--- src/rtl/flag_gen.sv ---
`default_nettype none
// ============================================================================
//  Module   : flag_gen
//  Purpose  : Condition-flag producer. Derives Z/N/V from the EX-stage ALU
//             result, holds one pending (MEM-stage) update that is forwarded
//             to branch logic, commits it to the architectural flag register,
//             and keeps a shadow stack for interrupt save/restore.
//  Revision : 1.0  initial release
// ============================================================================
module flag_gen #(
  parameter int DATA_W  = 32,
  parameter int DEPTH   = 4,
  parameter int DEPTH_W = $clog2(DEPTH + 1)
) (
  input  logic               clk,
  input  logic               rst_n,
  input  logic               ex_valid,
  input  logic               ex_set_flags,
  input  logic [1:0]         ex_op,
  input  logic [DATA_W-1:0]  ex_a,
  input  logic [DATA_W-1:0]  ex_b,
  input  logic [DATA_W-1:0]  ex_result,
  input  logic               stall,
  input  logic               flush,
  input  logic               save_flags,
  input  logic               restore_flags,
  output logic               flag_z,
  output logic               flag_n,
  output logic               flag_v,
  output logic [2:0]         arch_flags,
  output logic [DEPTH_W-1:0] stack_depth,
  output logic               stack_err
);

  localparam logic [1:0] OP_ADD   = 2'b00;
  localparam logic [1:0] OP_SUB   = 2'b01;
  localparam logic [1:0] OP_LOGIC = 2'b10;
  localparam logic [1:0] OP_NONE  = 2'b11;

  localparam int                 MSB       = DATA_W - 1;
  localparam logic [DEPTH_W-1:0] DEPTH_MAX = DEPTH_W'(DEPTH);

  // EX-stage flag candidates
  logic       ex_z;
  logic       ex_n;
  logic       ex_v;
  logic       cap;

  // Pending (MEM-stage) update and committed flags
  logic       pend_valid;
  logic [2:0] pend;
  logic [2:0] arch_q;
  logic [2:0] fwd;

  // Shadow stack
  logic [2:0]         stack_mem [DEPTH];
  logic [DEPTH_W-1:0] depth_q;
  logic [2:0]         stack_top;
  logic               stack_full;
  logic               stack_empty;
  logic               save_only;
  logic               restore_only;
  logic               do_push;
  logic               do_pop;
  logic               err_next;
  logic               err_q;

  // Only the sign bits of the operands participate in overflow detection.
  logic unused_ok;
  assign unused_ok = ^{ex_a[MSB-1:0], ex_b[MSB-1:0]};

  // Combinational Z/N/V from the EX result; SUB overflow uses the raw B sign.
  always_comb begin
    ex_z = (ex_result == '0);
    ex_n = ex_result[MSB];
    ex_v = 1'b0;
    case (ex_op)
      OP_ADD:   ex_v = (ex_a[MSB] == ex_b[MSB]) & (ex_result[MSB] != ex_a[MSB]);
      OP_SUB:   ex_v = (ex_a[MSB] != ex_b[MSB]) & (ex_result[MSB] != ex_a[MSB]);
      OP_LOGIC: ex_v = 1'b0;
      default:  ex_v = 1'b0;
    endcase
  end

  // Any restore request (legal or not) blocks the EX capture that cycle.
  assign cap = ex_valid & ex_set_flags & (ex_op != OP_NONE)
             & ~stall & ~flush & ~restore_flags;

  // Branch logic sees the youngest flags: pending if present, else committed.
  assign fwd = pend_valid ? pend : arch_q;

  // Stack operation decode; a simultaneous save/restore is treated as illegal.
  assign stack_full   = (depth_q == DEPTH_MAX);
  assign stack_empty  = (depth_q == '0);
  assign save_only    = save_flags & ~restore_flags;
  assign restore_only = restore_flags & ~save_flags;
  assign do_push      = save_only & ~stack_full;
  assign do_pop       = restore_only & ~stack_empty;
  assign err_next     = (save_flags & restore_flags)
                      | (save_only & stack_full)
                      | (restore_only & stack_empty);

  // Top-of-stack read as a mux on depth, avoiding an oversized array index.
  always_comb begin
    stack_top = 3'b000;
    for (int i = 0; i < DEPTH; i++) begin
      if (depth_q == DEPTH_W'(i + 1)) begin
        stack_top = stack_mem[i];
      end
    end
  end

  // Pending stage: loads on capture, otherwise empties (its value commits).
  always_ff @(posedge clk or negedge rst_n) begin
    if (!rst_n) begin
      pend_valid <= 1'b0;
      pend       <= 3'b000;
    end else begin
      pend_valid <= cap;
      if (cap) begin
        pend <= {ex_z, ex_n, ex_v};
      end
    end
  end

  // Architectural flags: a successful restore overrides the pending commit.
  always_ff @(posedge clk or negedge rst_n) begin
    if (!rst_n) begin
      arch_q <= 3'b000;
    end else if (do_pop) begin
      arch_q <= stack_top;
    end else if (pend_valid) begin
      arch_q <= pend;
    end
  end

  // Stack storage: a push writes the forwarded view into the next free slot.
  always_ff @(posedge clk or negedge rst_n) begin
    if (!rst_n) begin
      for (int i = 0; i < DEPTH; i++) begin
        stack_mem[i] <= 3'b000;
      end
    end else if (do_push) begin
      for (int i = 0; i < DEPTH; i++) begin
        if (depth_q == DEPTH_W'(i)) begin
          stack_mem[i] <= fwd;
        end
      end
    end
  end

  // Stack occupancy counter.
  always_ff @(posedge clk or negedge rst_n) begin
    if (!rst_n) begin
      depth_q <= '0;
    end else if (do_push) begin
      depth_q <= depth_q + 1'b1;
    end else if (do_pop) begin
      depth_q <= depth_q - 1'b1;
    end
  end

  // Registered one-cycle error pulse for illegal stack requests.
  always_ff @(posedge clk or negedge rst_n) begin
    if (!rst_n) begin
      err_q <= 1'b0;
    end else begin
      err_q <= err_next;
    end
  end

  assign flag_z      = fwd[2];
  assign flag_n      = fwd[1];
  assign flag_v      = fwd[0];
  assign arch_flags  = arch_q;
  assign stack_depth = depth_q;
  assign stack_err   = err_q;

endmodule
`default_nettype wire
--- config.mk ---
export PLATFORM = sky130hd
export DESIGN_NAME = flag_gen
export DESIGN_NICKNAME = d
export VERILOG_FILES = /design/src/rtl/flag_gen.sv
export SDC_FILE = /design/constraint.sdc
export NUM_CORES = 1
export LEC_CHECK = 0
export CORE_UTILIZATION = 28
export DETAILED_ROUTE_END_ITERATION = 8
export PLACE_DENSITY = 0.83
export SYNTH_ARGS = -nofsm -noshare
export SYNTH_HDL_FRONTEND = slang
export SYNTH_SLANG_ARGS = --single-unit
export TNS_END_PERCENT = 5
--- constraint.sdc ---
create_clock -name clk -period 1.55 [get_ports clk]
set_input_delay 0.155 -clock clk [delete_from_list [all_inputs] [get_ports clk]]
set_output_delay 0.155 -clock clk [all_outputs]
set_load 0.02 [all_outputs]
==> results_dict.tcl, run 1 <==
set metrics [dict create \
    status "finished, violations left" \
    violations "negative setup slack" \
    combPwrFrac_pct 55.6 \
    fmax_mhz 634.4 \
    netlist_area_um2 1294 \
    routed_wl_mm 3.424 \
    placedCellCount 253 \
    seqPwrFrac_pct 32.5 \
    final_cells 257 \
    relSlewSlack_pct 80.04 \
    finClkSkew_ns 0.005375 \
    postSynthCellCount 136 \
    antenna_found_initial 0 \
    diodes 0 \
    path_max_fanout 5 \
    synth_seq_area_share_pct 44.49 \
    die_h_um 69.98 \
    grt_pass1_wl_mm 5.368 \
    rsz0062_at_grt "true" \
    hpwl_mm 2.668 \
    grtUsageTotal_pct 13.73 \
    tightest_slew_ns 0.2956 \
    gp_congestion 0.7692 \
    rows 24 \
    fin_nets 318 \
    setup_viol 1 \
    start_kind "flop" \
    num_vias 1269 \
    hold_viol_final 0 \
    portBuffers 53 \
    num_io_pins 116 \
    final.min_clock_period_ns 1.576 \
    cp.required_ns 1.69 \
    crit_arrival_ns 1.72 \
    drc 0 \
    tritoncts "built" \
    power_leakage_nw 0.9268 \
    p_int_mw 1.909 \
    pwr-share-clk_pct 11.8 \
    wl_per_cell_um 13.32 \
    syn2layout_area_growth_pct 60.25 \
    dieArea_um2 4897 \
    timing.setup.critical_path_class "flop to flop" \
    synth-seq-cells 23 \
    layout_setup_ws_ns -0.02639 \
    p_per_area_nw_per_um2 1500 \
    cts.clk_slew.worst_paths_ns 0.08 \
    switching_share_pct 38.59 \
    hold_class "input port to async pin" \
    dr.pass1.iters 4 \
    fill_cells 420 \
    syn-num-nets 248 \
    drv_cap 0 \
    grt_max_degree 24 \
    peakVddDrop_mv 0.8268 \
    clock_sinks 23 \
    grt.overflow.total 0 \
    die_x_um 69.98 \
    via_per_inst 4.938 \
    drt_iter0_markers 20 \
    synth_cell_type_count 31 \
    core_area_um2 4384 \
    root_buffer "clkbuf_8" \
    syn-mean-instance-area_um2 9.513 \
    clock_latency_ns 0.27 \
    endpoint_kind "flop" \
    grt_pass1_vias 1248 \
    cts_buffer_depth 2 \
    layout-drive-gt1-share_pct 19.02 \
    whs_ns 0.2304 \
    cts_inserted_buffers 3 \
    drv_slew 0 \
    period_share_pct 101.7 \
    ctsHoldBuffers 0 \
    p_switching_mw 1.200 \
    initial_utilization_pct 29.51 \
    postCtsSetupRepairBufs 0 \
    synth_warnings 0 \
    final_antenna_net_count 0 \
    ctsHtreeMaxLevel 1 \
]
## cells in the mapped netlist
library cell | number | area, µm²
ha_1 | 6 | 75.07
a21oi_1 | 16 | 80.08
a21o_1 | 1 | 7.510
a221oi_1 | 4 | 35.03
nor4_1 | 8 | 50.05
xor2_1 | 1 | 8.760
mux2i_1 | 4 | 40.04
buf_4 | 2 | 15.01
and2_1 | 2 | 12.51
nor2_1 | 18 | 67.56
nor2b_1 | 4 | 25.02
dfrtp_1 | 23 | 575.6
a2111oi_2 | 1 | 15.01
a22oi_1 | 1 | 7.510
nor3b_1 | 1 | 7.510
nand2_1 | 6 | 22.52
buf_6 | 1 | 11.26
nand2b_1 | 2 | 12.51
o22ai_1 | 3 | 18.77
inv_1 | 7 | 26.28
mux2_2 | 1 | 11.26
o21ai_0 | 5 | 25.02
a22o_1 | 3 | 26.28
nor2b_4 | 1 | 13.76
o31ai_1 | 2 | 15.01
nand4_1 | 3 | 18.77
and3_1 | 4 | 25.02
xnor2_1 | 2 | 17.52
o311ai_0 | 1 | 8.760
buf_2 | 2 | 10.01
nand2b_2 | 1 | 8.760
## state kept, by name, summed over array words and instances (netlist names)
| signal | flops |
|---|---|
| stack_mem | 12 |
| stack_err | 1 |
| pend | 3 |
| arch_flags | 3 |
| pend_valid | 1 |
| stack_depth | 3 |
## timing repair
item,4_1_cts,5_1_grt
gates resized for setup,7,17
setup endpoints to repair,11,16
endpoints found under the hold margin,0,0
## path summary, 6_finish.rpt
| kind | from | endpoint | slack (ns) | depth (start not counted) |
|---|---|---|---|---|
| max | stack_depth[0]$_DFFE_PN0P_ | arch_flags[0]$_DFF_PN0_ | -0.03 | 6 |
| min | rst_n | stack_mem[11]$_DFFE_PN0P_ | 0.23 | 2 |
| max reg2reg | stack_depth[0]$_DFFE_PN0P_ | arch_flags[0]$_DFF_PN0_ | -0.03 | 6 |
| min reg2reg | pend[0]$_DFFE_PN0P_ | pend[0]$_DFFE_PN0P_ | 0.49 | 2 |
| max in group asynchronous | rst_n | stack_depth[1]$_DFFE_PN0P_ | 1.07 | 2 |
| min in group clk | ex_op[1] | pend[0]$_DFFE_PN0P_ | 0.48 | 2 |
## power groups by stage
| stage | sequential, mW | combinational, mW | clock, mW |
|---|---|---|---|
| 6_report | 1.01 | 1.73 | 0.368 |
| 4_1_cts | 0.996 | 1.62 | 0.383 |
| 2_1_floorplan | 1.07 | 0.795 | 0 |
| 3_3_place_gp | 0.991 | 1.58 | 0 |
| 5_1_grt | 1.03 | 1.91 | 0.413 |
| 3_5_place_dp | 1.01 | 1.62 | 0 |
## through the flow
step                setup slack, ns  power [mW]  utilization [%]  setup TNS (ns)  cell area [µm²]
global route                -0.1011       3.355            47.29         -0.1633             2073
finish                     -0.02639       3.109            47.29        -0.02639             2073
detailed placement         -0.08656       2.627            45.26         -0.3091             1984
CTS                        -0.02298       3.003            46.40        -0.06239             2034
global placement           -0.02608       2.572            45.26        -0.02608             1984
floorplan                  -0.03619       1.868                -         -0.1442             1297
## placed cells by master (no fill, tap or decap), types with 2 or more instances in the layout
master,count
clkbuf_2,2
and3_1,3
nand2b_1,2
clkdlybuf4s50_1,47
nor2b_1,4
ha_2,2
nand2_1,6
nor4_1,8
inv_2,2
dfrtp_1,22
a21oi_1,16
buf_4,17
o22ai_1,3
nor2_1,16
mux2i_1,4
o21ai_0,4
a22o_1,3
a221oi_2,3
dlymetal6s2s_1,3
clkbuf_8,3
xnor2_1,2
nand4_1,3
inv_1,5
and2_1,2
ha_1,3
o31ai_1,2
## worst max-delay path, stage by stage (launching register included)
cell      delay, ns
dfrtp_1        0.41
inv_2          0.11
ha_2           0.22
nor2b_1        0.08
a22o_1         0.21
a221oi_2       0.30
o22ai_1        0.13
## kinds of logic (layout without fill, tap and decap cells)
kind of cell / count (synthesis) / count (layout) / synth area share, %
compound gates: 37 / 37 / 18.47
xor+xnor: 3 / 3 / 2.031
fa+ha+maj: 6 / 6 / 5.803
buf+inv: 12 / 81 / 4.836
flops: 23 / 23 / 44.49
mux: 5 / 5 / 3.965
simple gates: 50 / 50 / 20.41
## area by class of cell
type	instances	area [µm²]	area share (%)
Clock buffer	3	41.29	1.992
Tap cell	52	65.06	3.138
Sequential cell	23	576.8	27.82
Inverter	7	26.28	1.267
Clock inverter	1	5.005	0.2414
Multi-Input combinational cell	101	703.2	33.92
Timing Repair Buffer	70	655.6	31.62
## layer usage
metal / up-vias / routed length (µm) / GRT usage [%]
met1: 580 / 1394 / 14.53
li1: 630 / - / -
met4: 0 / 38 / 5.556
met3: 4 / 333 / 5.339
met5: - / 0 / 0
met2: 55 / 1657 / 24.25
Power figures use the tool's default switching activity.
==> run 2: changes to the inputs <==
- ABC_AREA: unset -> 0
==> results of run 2 <==
No change in the layout: final DEF, timing and power equal those of run 1.
==> run 3: changes to the inputs <==
- GPL_ROUTABILITY_DRIVEN: unset -> 0
==> results of run 3 <==
No change in the layout: final DEF, timing and power equal those of run 1.
==> variant: new RTL, flow settings as in run 1 <==
Reset style: synchronous (`rst_n`), changed in 5 clocked blocks.
--- a/src/rtl/flag_gen.sv
+++ b/src/rtl/flag_gen.sv
@@ -112,5 +112,5 @@
 
   // Pending stage: loads on capture, otherwise empties (its value commits).
-  always_ff @(posedge clk or negedge rst_n) begin
+  always_ff @(posedge clk) begin
     if (!rst_n) begin
       pend_valid <= 1'b0;
@@ -125,5 +125,5 @@
 
   // Architectural flags: a successful restore overrides the pending commit.
-  always_ff @(posedge clk or negedge rst_n) begin
+  always_ff @(posedge clk) begin
     if (!rst_n) begin
       arch_q <= 3'b000;
@@ -136,5 +136,5 @@
 
   // Stack storage: a push writes the forwarded view into the next free slot.
-  always_ff @(posedge clk or negedge rst_n) begin
+  always_ff @(posedge clk) begin
     if (!rst_n) begin
       for (int i = 0; i < DEPTH; i++) begin
@@ -151,5 +151,5 @@
 
   // Stack occupancy counter.
-  always_ff @(posedge clk or negedge rst_n) begin
+  always_ff @(posedge clk) begin
     if (!rst_n) begin
       depth_q <= '0;
@@ -162,5 +162,5 @@
 
   // Registered one-cycle error pulse for illegal stack requests.
-  always_ff @(posedge clk or negedge rst_n) begin
+  always_ff @(posedge clk) begin
     if (!rst_n) begin
       err_q <= 1'b0;
Check against the original RTL: differs if rst_n is asserted again (counterexample within 4 cycles, from zero or initial values and one cycle with rst_n low); with rst_n held inactive, the same outputs for 10 cycles.
==> variant against run 1 <==
- the flow still finishes with violations (negative setup slack)
- worst setup slack improved by 0.022 ns
- critical path depth unchanged
- synthesized area decreased by 0.48%
- wire length decreased by 3.1%
- fmax increased by 1.4%
- sequential cell count unchanged
- worst hold slack improved by 0.24 ns
- via count decreased by 1.5%
- count of clock-buffer cells in the layout increased by 1
- sequential share of layout area increased by 0.23 points
- final area increased by 1.3%
- largest cell class unchanged
Power is not compared: it rests on default switching activity, and its combinational part moved more than twofold at a synthesized area within 25%.
==> variant: results (changes against run 1) <==
synth_edf_count: 12  # +12
critPathSlowestCell: "dfxtp_4"
failed_checks: "negative setup slack"
use_met2_pct: 25.1  # +0.85 points
use_met3_pct: 2.91  # -2.4 points
critPathMaxFanout: 6  # +1
grt_max_degree: 15  # -38%
via_count: 1250  # -1.5%
async_flop_share_pct: 0  # -100 points
finalClockSkew_ns: 0.00128  # -0.00409 ns
synth_nets: 238  # -4.0%
dp_hpwl_um: 2730  # +2.5%
cp_data_arrival_time_ns: 1.53  # -0.19 ns
synth_top_cells_by_area: "edfxtp_1 28%, dfxtp_1 17%, ha_1 5.8%"
drtPass1Iterations: 4  # unchanged
nets: 312  # -1.9%
setup_viol: 3  # +2
post_cts_buffers: 0  # unchanged
synthTopCellsByCount: "17 x nor2_1, 12 x edfxtp_1, 11 x dfxtp_1, 11 x nand2_1, 8 x nor4_1"
hold_path_class: "register to register"
first_global_vias: 1256  # +0.64%
hold_slack_ns: 0.475  # +0.245 ns
outcome: "finished, violations left"
numCtsBuffers: 3  # unchanged
finalWorstSetupSlack_ns: -0.00476  # +0.0216 ns
cpPeakStageDelay_ns: 0.38  # -0.03 ns
initialDrtViolationCount: 48  # +140%
finalSetupTns_ns: -0.0140  # +0.0123 ns
totalWireLength_um: 3320  # -3.1%
place_ws_ns: -0.0861  # +0.000421 ns
reg2reg_depth: 6  # unchanged
globalplace.congestion: 0.768  # -0.18%
synth_cell_type_count: 36  # +16%
worst_pin_slew_ns: 0.399  # +0.103 ns
grt_pass1_wl_um: 5460  # +1.7%
yosysSeqAreaShare_pct: 45.1  # +0.60 points
clock_latency_ns: 0.25  # -0.02 ns
grt_util_met1_pct: 16.4  # +1.9 points
track_usage_pct: 13.8  # +0.099 points
==> variant: changes by cell type after synthesis, sizes merged, moves of 4 or more <==
cell	run 1	this run
a21oi	16	1
buf	5	1
dfrtp	23	0
dfxtp	0	11
edfxtp	0	12
nand2	6	11
o2bb2ai	0	4
==> variant: final timing paths <==
kind	start	endpoint	slack, ns
max	stack_depth[0]	stack_mem[3][0]	-0.005
min	pend[2]	pend[2]	0.48
max reg2reg	stack_depth[0]	stack_mem[3][0]	-0.005
min reg2reg	pend[2]	pend[2]	0.48
==> variant: report_power, final <==
group / leakage [uW] / internal (uW) / switching, uW
clock: 0.0000228 / 183 / 178
sequential: 0.000216 / 673 / 23.5
combinational: 0.000547 / 271 / 196
total: 0.000786 / 1130 / 397
==> variant: timing repair <==
item | in CTS | in global routing
setup endpoints to repair | 12 | 18
pin swaps | 2 | 4
cloned | 0 | 0
gates resized for setup | 6 | 5
==> variant: cell families (layout without fill, tap and decap cells) <==
logic type / count (synthesis) / count (layout) / synth area share [%]
buffers and inverters: 9 / 82 / 3.21
DFF: 23 / 23 / 45.1
adders and majority gates: 6 / 6 / 5.83
AOI/OAI and AO/OA: 23 / 23 / 15.5
and+or+nand+nor: 57 / 57 / 24.1
xor gates and xnor gates: 1 / 1 / 0.680
muxes: 7 / 7 / 5.64
==> variant: area by class of cell <==
class	count	area, um^2
multi-input cells	94	706
inverters	6	27.5
flip-flops and latches	23	589
repair buffers	72	668
fillers	406	2280
well taps	52	65.1
clock buffers	4	45.0
==> variant: per-layer routing <==
metal  wire length, um  vias to the layer above
met5                 0                        -
met4                20                        0
met3               283                        2
met2              1610                       44
met1              1410                      585
li1                  -                      619
==> variant: stage by stage <==
step / power, uW / utilization [%] / std cells / area, um^2
2_1_floorplan: 919 / - / 126 / 1320
3_3_place_gp: 1160 / 46.6 / 247 / 2040
3_5_place_dp: 1170 / 46.6 / 247 / 2040
4_1_cts: 1530 / 47.6 / 251 / 2090
5_1_grt: 1590 / 47.9 / 251 / 2100
6_report: 1520 / 47.9 / 251 / 2100
==> variant: worst min-delay path, cell delays in order (launching register included) <==
cell	delay, ns
dfxtp_1	0.32
nand2_1	0.06
o2bb2ai_1	0.06
